`src/rtl/tick_stopwatch.sv`:
```
// Two-digit BCD stopwatch advanced by rising edges of a divided square wave,
// under an IDLE/RUN/PAUSE run-control FSM with synchronous clear.
//
// Ports:
//   clock    in   system clock, rising edge
//   reset    in   asynchronous active-high reset
//   div_in   in   divided square wave (same clock domain)
//   start    in   run request (level sampled)
//   stop     in   pause request (level sampled)
//   clear    in   synchronous clear to 00 / IDLE
//   count_lo out  BCD low digit
//   count_hi out  BCD high digit
//   running  out  high while in RUN
//   wrap     out  one-cycle pulse after rollover to 00
module tick_stopwatch #(
    parameter int LO_MAX = 9,
    parameter int HI_MAX = 5
) (
    input  logic       clock,
    input  logic       reset,
    input  logic       div_in,
    input  logic       start,
    input  logic       stop,
    input  logic       clear,
    output logic [3:0] count_lo,
    output logic [3:0] count_hi,
    output logic       running,
    output logic       wrap
);

    localparam logic [3:0] LO_M = 4'(LO_MAX);
    localparam logic [3:0] HI_M = 4'(HI_MAX);

    typedef enum logic [1:0] {
        IDLE  = 2'd0,
        RUN   = 2'd1,
        PAUSE = 2'd2
    } state_t;

    state_t     state_q, state_d;
    logic       div_prev_q;
    logic [3:0] lo_q, lo_d;
    logic [3:0] hi_q, hi_d;
    logic       wrap_q, wrap_d;
    logic       tick;

    // A high level of any length yields one tick; edges seen outside RUN
    // are simply dropped because div_prev_q tracks div_in in every state.
    assign tick = div_in & ~div_prev_q;

    // State register
    always_ff @(posedge clock or posedge reset) begin
        if (reset) begin
            state_q <= IDLE;
        end else begin
            state_q <= state_d;
        end
    end

    // Next-state logic; start and stop together hold the state
    always_comb begin
        state_d = state_q;
        if (clear) begin
            state_d = IDLE;
        end else begin
            unique case (state_q)
                IDLE:    if (start && !stop) state_d = RUN;
                RUN:     if (stop && !start) state_d = PAUSE;
                PAUSE:   if (start && !stop) state_d = RUN;
                default: state_d = IDLE;
            endcase
        end
    end

    // Output decode from the registered state
    always_comb begin
        running = (state_q == RUN);
    end

    // Digit arithmetic keyed on the pre-transition state, so a tick that
    // arrives with stop still counts while one arriving with start does not.
    always_comb begin
        lo_d   = lo_q;
        hi_d   = hi_q;
        wrap_d = 1'b0;
        if (clear) begin
            lo_d = 4'd0;
            hi_d = 4'd0;
        end else if (state_q == RUN && tick) begin
            if (lo_q < LO_M) begin
                lo_d = lo_q + 4'd1;
            end else begin
                lo_d = 4'd0;
                if (hi_q < HI_M) begin
                    hi_d = hi_q + 4'd1;
                end else begin
                    hi_d   = 4'd0;
                    wrap_d = 1'b1;
                end
            end
        end
    end

    always_ff @(posedge clock or posedge reset) begin
        if (reset) begin
            div_prev_q <= 1'b0;
            lo_q       <= 4'd0;
            hi_q       <= 4'd0;
            wrap_q     <= 1'b0;
        end else begin
            div_prev_q <= div_in;
            lo_q       <= lo_d;
            hi_q       <= hi_d;
            wrap_q     <= wrap_d;
        end
    end

    assign count_lo = lo_q;
    assign count_hi = hi_q;
    assign wrap     = wrap_q;

endmodule
```
`config.mk`:
```
export PLATFORM = sky130hd
export DESIGN_NAME = tick_stopwatch
export DESIGN_NICKNAME = d
export VERILOG_FILES = /design/src/rtl/tick_stopwatch.sv
export SDC_FILE = /design/constraint.sdc
export NUM_CORES = 1
export LEC_CHECK = 0
export ABC_AREA = 1
export BUFFER_PORTS_ARGS = -buffer_cell sky130_fd_sc_hd__clkbuf_2
export CORE_MARGIN = 1
export CORE_UTILIZATION = 39
export DETAILED_ROUTE_END_ITERATION = 16
export PLACE_DENSITY_LB_ADDON = 0.1
export SYNTH_ARGS = -nofsm -noshare
export SYNTH_HDL_FRONTEND = slang
export SYNTH_SLANG_ARGS = --single-unit
```
`constraint.sdc`:
```
create_clock -name clock -period 1.4 [get_ports clock]
set_input_delay 0 -clock clock [delete_from_list [all_inputs] [get_ports clock]]
set_output_delay 0 -clock clock [all_outputs]
set_load 0.02 [all_outputs]
```
==> results of run 1 <==
[report_power, final]
part / leakage [nW] / internal, mW / switching (mW) / total (mW)
combinational: 0.324 / 0.0253 / 0.0440 / 0.0693
sequential: 0.164 / 0.353 / 0.00666 / 0.359
clock: 0.0210 / 0.158 / 0.123 / 0.281
total: 0.510 / 0.536 / 0.173 / 0.710
[metrics by stage]
stage	area (um^2)	hold slack (ns)
5_1_grt	887.1	0.05474
4_1_cts	887.1	0.02177
2_1_floorplan	724.4	-0.1353
6_report	887.1	0.02075
3_3_place_gp	830.8	0.02048
3_5_place_dp	830.8	0.02530
[cells by family after synthesis]
group                      count (synthesis)
AOI/OAI and AO/OA                          3
buffers and inverters                     20
and+or+nand+nor                           62
adders and majority gates                  4
xor gates and xnor gates                   1
DFF                                       12
[Yosys cell counts]
cell	instances	area share [%]
nor2_2	4	3.5
nand2_1	33	17
xor2_1	1	1.2
inv_1	17	8.8
a21oi_1	1	0.69
nor2_4	1	1.6
nor2_1	8	4.1
inv_2	3	1.6
o21ai_0	1	0.69
o21ai_1	1	0.69
or2_1	1	0.86
nand2_2	3	2.6
ha_1	4	6.9
nand3_1	12	8.3
dfrtp_1	12	41
[worst max-delay path by stage]
stage	startpoint	to	slack [ns]	cells past startpoint
global placement	count_lo[0]	count_hi[0]	0.19	7
detailed placement	count_lo[0]	count_hi[1]	0.16	7
global route	count_lo[0]	count_hi[0]	0.02	7
floorplan	count_lo[0]	count_hi[2]	0.13	6
CTS	count_lo[0]	count_hi[3]	0.13	6
finish	count_lo[0]	count_hi[3]	0.14	6
[layout by cell type (no fill, tap or decap), types with 2 or more instances in the layout]
cell type	Yosys	final
nand2_2	3	3
nand2_1	33	33
inv_2	3	3
clkbuf_2	0	15
dfrtp_1	12	12
ha_1	4	4
nand3_1	12	12
clkbuf_4	0	3
inv_1	17	17
dlygate4sd3_1	0	2
nor2_1	8	8
nor2_2	4	4
[layout make-up]
type | count | area (um^2) | share of cell area, %
multi-input cells | 70 | 349.1 | 39.35
flip-flops and latches | 12 | 300.3 | 33.85
repair buffers | 17 | 95.09 | 10.72
inverters | 20 | 75.07 | 8.463
clock buffers | 4 | 36.28 | 4.090
well taps | 25 | 31.28 | 3.526
[what timing repair did]
item | in CTS | in global routing
hold buffers | 2 | 0
setup buffers | 0 | 0
setup endpoints to repair | 0 | 0
resized for setup | 0 | 0
hold endpoints to repair | 13 | 0
[routing by layer]
layer	global-route usage, %	vias up
li1	-	348
met5	0	-
met1	19.29	279
met4	3.636	0
met3	6.000	2
met2	24.06	13
[flip-flops by register name, summed over array words and instances, names as in the netlist]
register and count:
count_hi 4, count_lo 4, state_q 2, div_prev_q 1, wrap 1
[worst max-delay path, stage by stage (launching register included)]
cell and delay, ns:
dfrtp_1 0.42, inv_1 0.08, ha_1 0.21, a21oi_1 0.18, nand2_2 0.12, nand3_1 0.09
nand2_1 0.05
==> flow_summary.toml, run 1 <==
[finish]
fin_util_pct = 51.38
drive_above_1_share_pct = 24.39
syn2layout_area_growth_pct = 22.45
num-fill-cells = 185
instances_no_fill = 148
nets = 134
antenna_cells = 0

[clock_network]
insertion_delay_ns = 0.28
cts.path.max_buffers = 2
clk_pin_slew_ns = 0.08
cts.sinks = 12
cts_root_buffer = "clkbuf_4"
numCtsBuffers = 3
tritoncts = "built"
cts.htree.levels = 1

[synthesis]
seq_area_frac_synth_pct = 41.45
muxShareOfSynthArea_pct = 0
ys_ff_latch = 12
synthDistinctLibCells = 15
avgSynthCellArea_um2 = 7.102
syn-num-nets = 112
synth-xor-area-share_pct = 1.209
synth_compound_area_share_pct = 2.073
ys_warn_count = 0
synth-simple-area-share_pct = 38.00
synth_top_family_by_area = "simple AND/OR/NAND/NOR gates"
synthAdderAreaFrac_pct = 6.908
syn-cell-area_um2 = 724.4
synthCells = 102

[critical_path]
crit_fanout = 6
path_class = "reg -> reg"
reg2reg_depth = 6
cp-end-kind = "register"
critPathRequiredTime_ns = 1.57
start_kind = "register"
reg2reg_to = "count_hi[3]"
ff2ff_setup_slack_ns = 0.14
r2r-start = "count_lo[0]"
cp.arrival_ns = 1.42

[sta]
tightest_slew_ns = 0.4635
setup_ws_ns = 0.1439
setup_tns_ns = 0
fmax_mhz = 796.1
clock-skew-final_ns = 0.008190
setup_violations = 0
maxSlewViolCount = 0
hold_violations = 0
relSlewSlack_pct = 69.07
min_period_ns = 1.256
rsz0062_at_grt = "false"
min_period_over_period_pct = 89.72

[placement]
gp_congestion = 0.8318
numPortBuffers = 15
dp.cells = 142
dp_hpwl_mm = 1.006
pre_cts_slack_ns = 0.1622

[run_status]
status = "complete, no violations"

[floorplanning]
die_w_um = 45.10
die_y_um = 45.10
core.rowCount = 15
core-area_um2 = 1727
dieArea_um2 = 2034
num_io_pins = 16
start_util_pct = 41.96

[grt]
grt_overflow = 0
grt_max_degree = 13
grt_usage_pct = 15.14
grt_pass1_vias = 536
antenna_found_initial = 0
grt_pass1_wl_mm = 2.187

[drt]
first_pass_iters = 3
wl_mm = 1.286
met2WireLength_um = 585
drtAntennaViolNets = 0
dr_wl_met3_um = 66
drc = 0
wl_met1_um = 617
wire_per_inst_um = 8.689
vias_per_cell = 4.338
drtIter0Drc = 12
num_vias = 642
top_layer = "met4"

[worst_hold_path]
min-delay-start = "stop"
hp-class = "in -> reg"
hold-path-endpoint = "state_q[0]"
whs_path_depth = 3

[pwr]
irDropWorstVdd_mv = 0.6937
power_mw = 0.7096
p_leak_nw = 0.5096
power_density_nw_per_um2 = 799.9

[run]
max-cap-violations = 0
Power figures use the tool's default switching activity.
==> run 2: changes to the inputs <==
--- a/config.mk
+++ b/config.mk
@@ -8,9 +8,11 @@
 export ABC_AREA = 1
 export BUFFER_PORTS_ARGS = -buffer_cell sky130_fd_sc_hd__clkbuf_2
 export CORE_MARGIN = 1
-export CORE_UTILIZATION = 39
+export CORE_UTILIZATION = 30
 export DETAILED_ROUTE_END_ITERATION = 16
+export MAX_ROUTING_LAYER = met4
 export PLACE_DENSITY_LB_ADDON = 0.1
+export REMOVE_ABC_BUFFERS = 1
 export SYNTH_ARGS = -nofsm -noshare
 export SYNTH_HDL_FRONTEND = slang
 export SYNTH_SLANG_ARGS = --single-unit
==> run 2 against run 1 <==
- power rose by 2.0%
- critical path depth did not move
- core utilization fell by 12 points
- count of clock-buffer cells in the layout did not move
- maximum frequency rose by 0.71%
- non-clock buffer count did not move
- design area rose by 0.42%
- largest power group unchanged
==> flow_summary.toml, run 2 (synthesis results as in run 1) <==
[worst_hold_path]
hp-class = "in -> reg"

[clock_network]
cts.sinks = 12
cts.htree.levels = 1
numCtsBuffers = 3
cts_root_buffer = "clkbuf_4"
cts.path.max_buffers = 2
clk_pin_slew_ns = 0.09
post_cts_buffers = 0
insertion_delay_ns = 0.28
tritoncts = "built"

[run_status]
status = "complete, no violations"

[sta]
setup_violations = 0
min_period_ns = 1.247
relSlewSlack_pct = 68.30
min_period_over_period_pct = 89.09
setup_tns_ns = 0
rsz0062_at_grt = "false"
fmax_mhz = 801.8
tightest_slew_ns = 0.4750
clock-skew-final_ns = 0.0005295
maxSlewViolCount = 0
hold_violations = 0
whs_ns = 0.007219

[pwr]
switchingPower_mw = 0.1876
p_leak_nw = 0.5096
seqPwrFrac_pct = 49.7
pwr-share-clk_pct = 40.6
power_density_nw_per_um2 = 812.7
irDropWorstVdd_mv = 0.4047
power.internal_mw = 0.5364
netSwitchingFraction_pct = 25.91
pwr-share-comb_pct = 9.7

[critical_path]
critPathRequiredTime_ns = 1.58
cp-end-kind = "register"
cp_num_buf_inv = 1
crit_fanout = 6
cp_slowest_cell = "dfrtp_1"
crit_chain = "inv_1, ha_1, a21oi_1, nand2_2, nand3_1, nand2_1"
ff2ff_setup_slack_ns = 0.15
cp.arrival_ns = 1.43
path_delay_family = "flip-flops"
slowest_delay_ns = 0.42
start_kind = "register"
path_class = "reg -> reg"

[run]
max-cap-violations = 0

[floorplanning]
core.rowCount = 17
dieArea_um2 = 2615
num_io_pins = 16
die_y_um = 51.14
die_w_um = 51.14
core-area_um2 = 2255
start_util_pct = 32.13

[drt]
first_pass_iters = 4
num_vias = 642
drtAntennaViolNets = 0
drc = 0
wl_mm = 1.414
vias_per_cell = 4.252
drtIter0Drc = 13
wire_per_inst_um = 9.364

[placement]
postPlaceCellArea_um2 = 834.6
gp_congestion = 0.7568
dp_hpwl_mm = 1.087
numPortBuffers = 15

[grt]
grt_max_degree = 13
antenna_found_initial = 0
grt_overflow = 0
grt_pass1_wl_mm = 2.214
grt_usage_pct = 12.08
grt_pass1_vias = 510

[finish]
drive_above_1_share_pct = 24.39
layout_common_cells = "nand2_1, inv_1, clkbuf_2, nand3_1, dfrtp_1"
final_cell_area_um2 = 890.9
final_common_cell = "nand2_1"
antenna_cells = 0
nets = 134
syn2layout_area_growth_pct = 22.97
==> run 2: final cells by class <==
class                           count  area, um^2
Multi-Input combinational cell     70       349.1
Tap cell                           28       35.03
Clock buffer                        4       36.28
Timing Repair Buffer               17       95.09
Inverter                           20       75.07
Fill cell                         258        1364
Sequential cell                    12       300.3
==> run 2: metal layers <==
metal | vias up | wire length (um) | GRT usage (%)
li1 | 344 | - | -
met1 | 280 | 750 | 15.88
met3 | 5 | 39 | 2.679
met5 | - | 0 | -
met4 | 0 | 40 | 6.944
met2 | 13 | 585 | 16.89
==> run 2: repair_timing <==
item,CTS,global route
setup endpoints to repair,0,0
hold buffers,2,0
gates resized for setup,0,0
hold endpoints to repair,13,0
==> run 2: tightest hold or removal path: cells and delay by family <==
family | cells | cell delay [ns]
AO/OA/AOI/OAI | 1 | 0.07
buffers and inverters | 1 | 0.08
AND/OR/NAND/NOR | 1 | 0.10
==> run 2: final timing paths <==
check,from,to,depth (start not counted)
setup / recovery,count_lo[0],count_hi[3],6
hold / removal,stop,state_q[0],3
setup reg to reg,count_lo[0],count_hi[3],6
hold reg to reg,count_lo[3],count_lo[3],2
max in group asynchronous,reset,count_hi[2],3
min in group asynchronous,reset,div_prev_q,3
==> run 2: per-stage QoR <==
stage	utilization [%]	cells	worst slack, ns	power [mW]
after floorplan	-	102	0.1273	0.4119
after global placement	37.01	145	0.1785	0.4339
after detailed placement	37.01	145	0.1730	0.4342
after CTS	39.51	151	0.1476	0.7326
after global routing	39.51	151	0.002224	0.7527
final	39.51	151	0.1528	0.7240
==> run 2: power groups by stage <==
stage	Clock (mW)	Sequential, mW	Combinational, mW
after floorplan	0	0.367	0.0451
after global placement	0	0.367	0.0671
after detailed placement	0	0.367	0.0672
after CTS	0.301	0.360	0.0716
after global routing	0.311	0.361	0.0805
final	0.294	0.360	0.0700
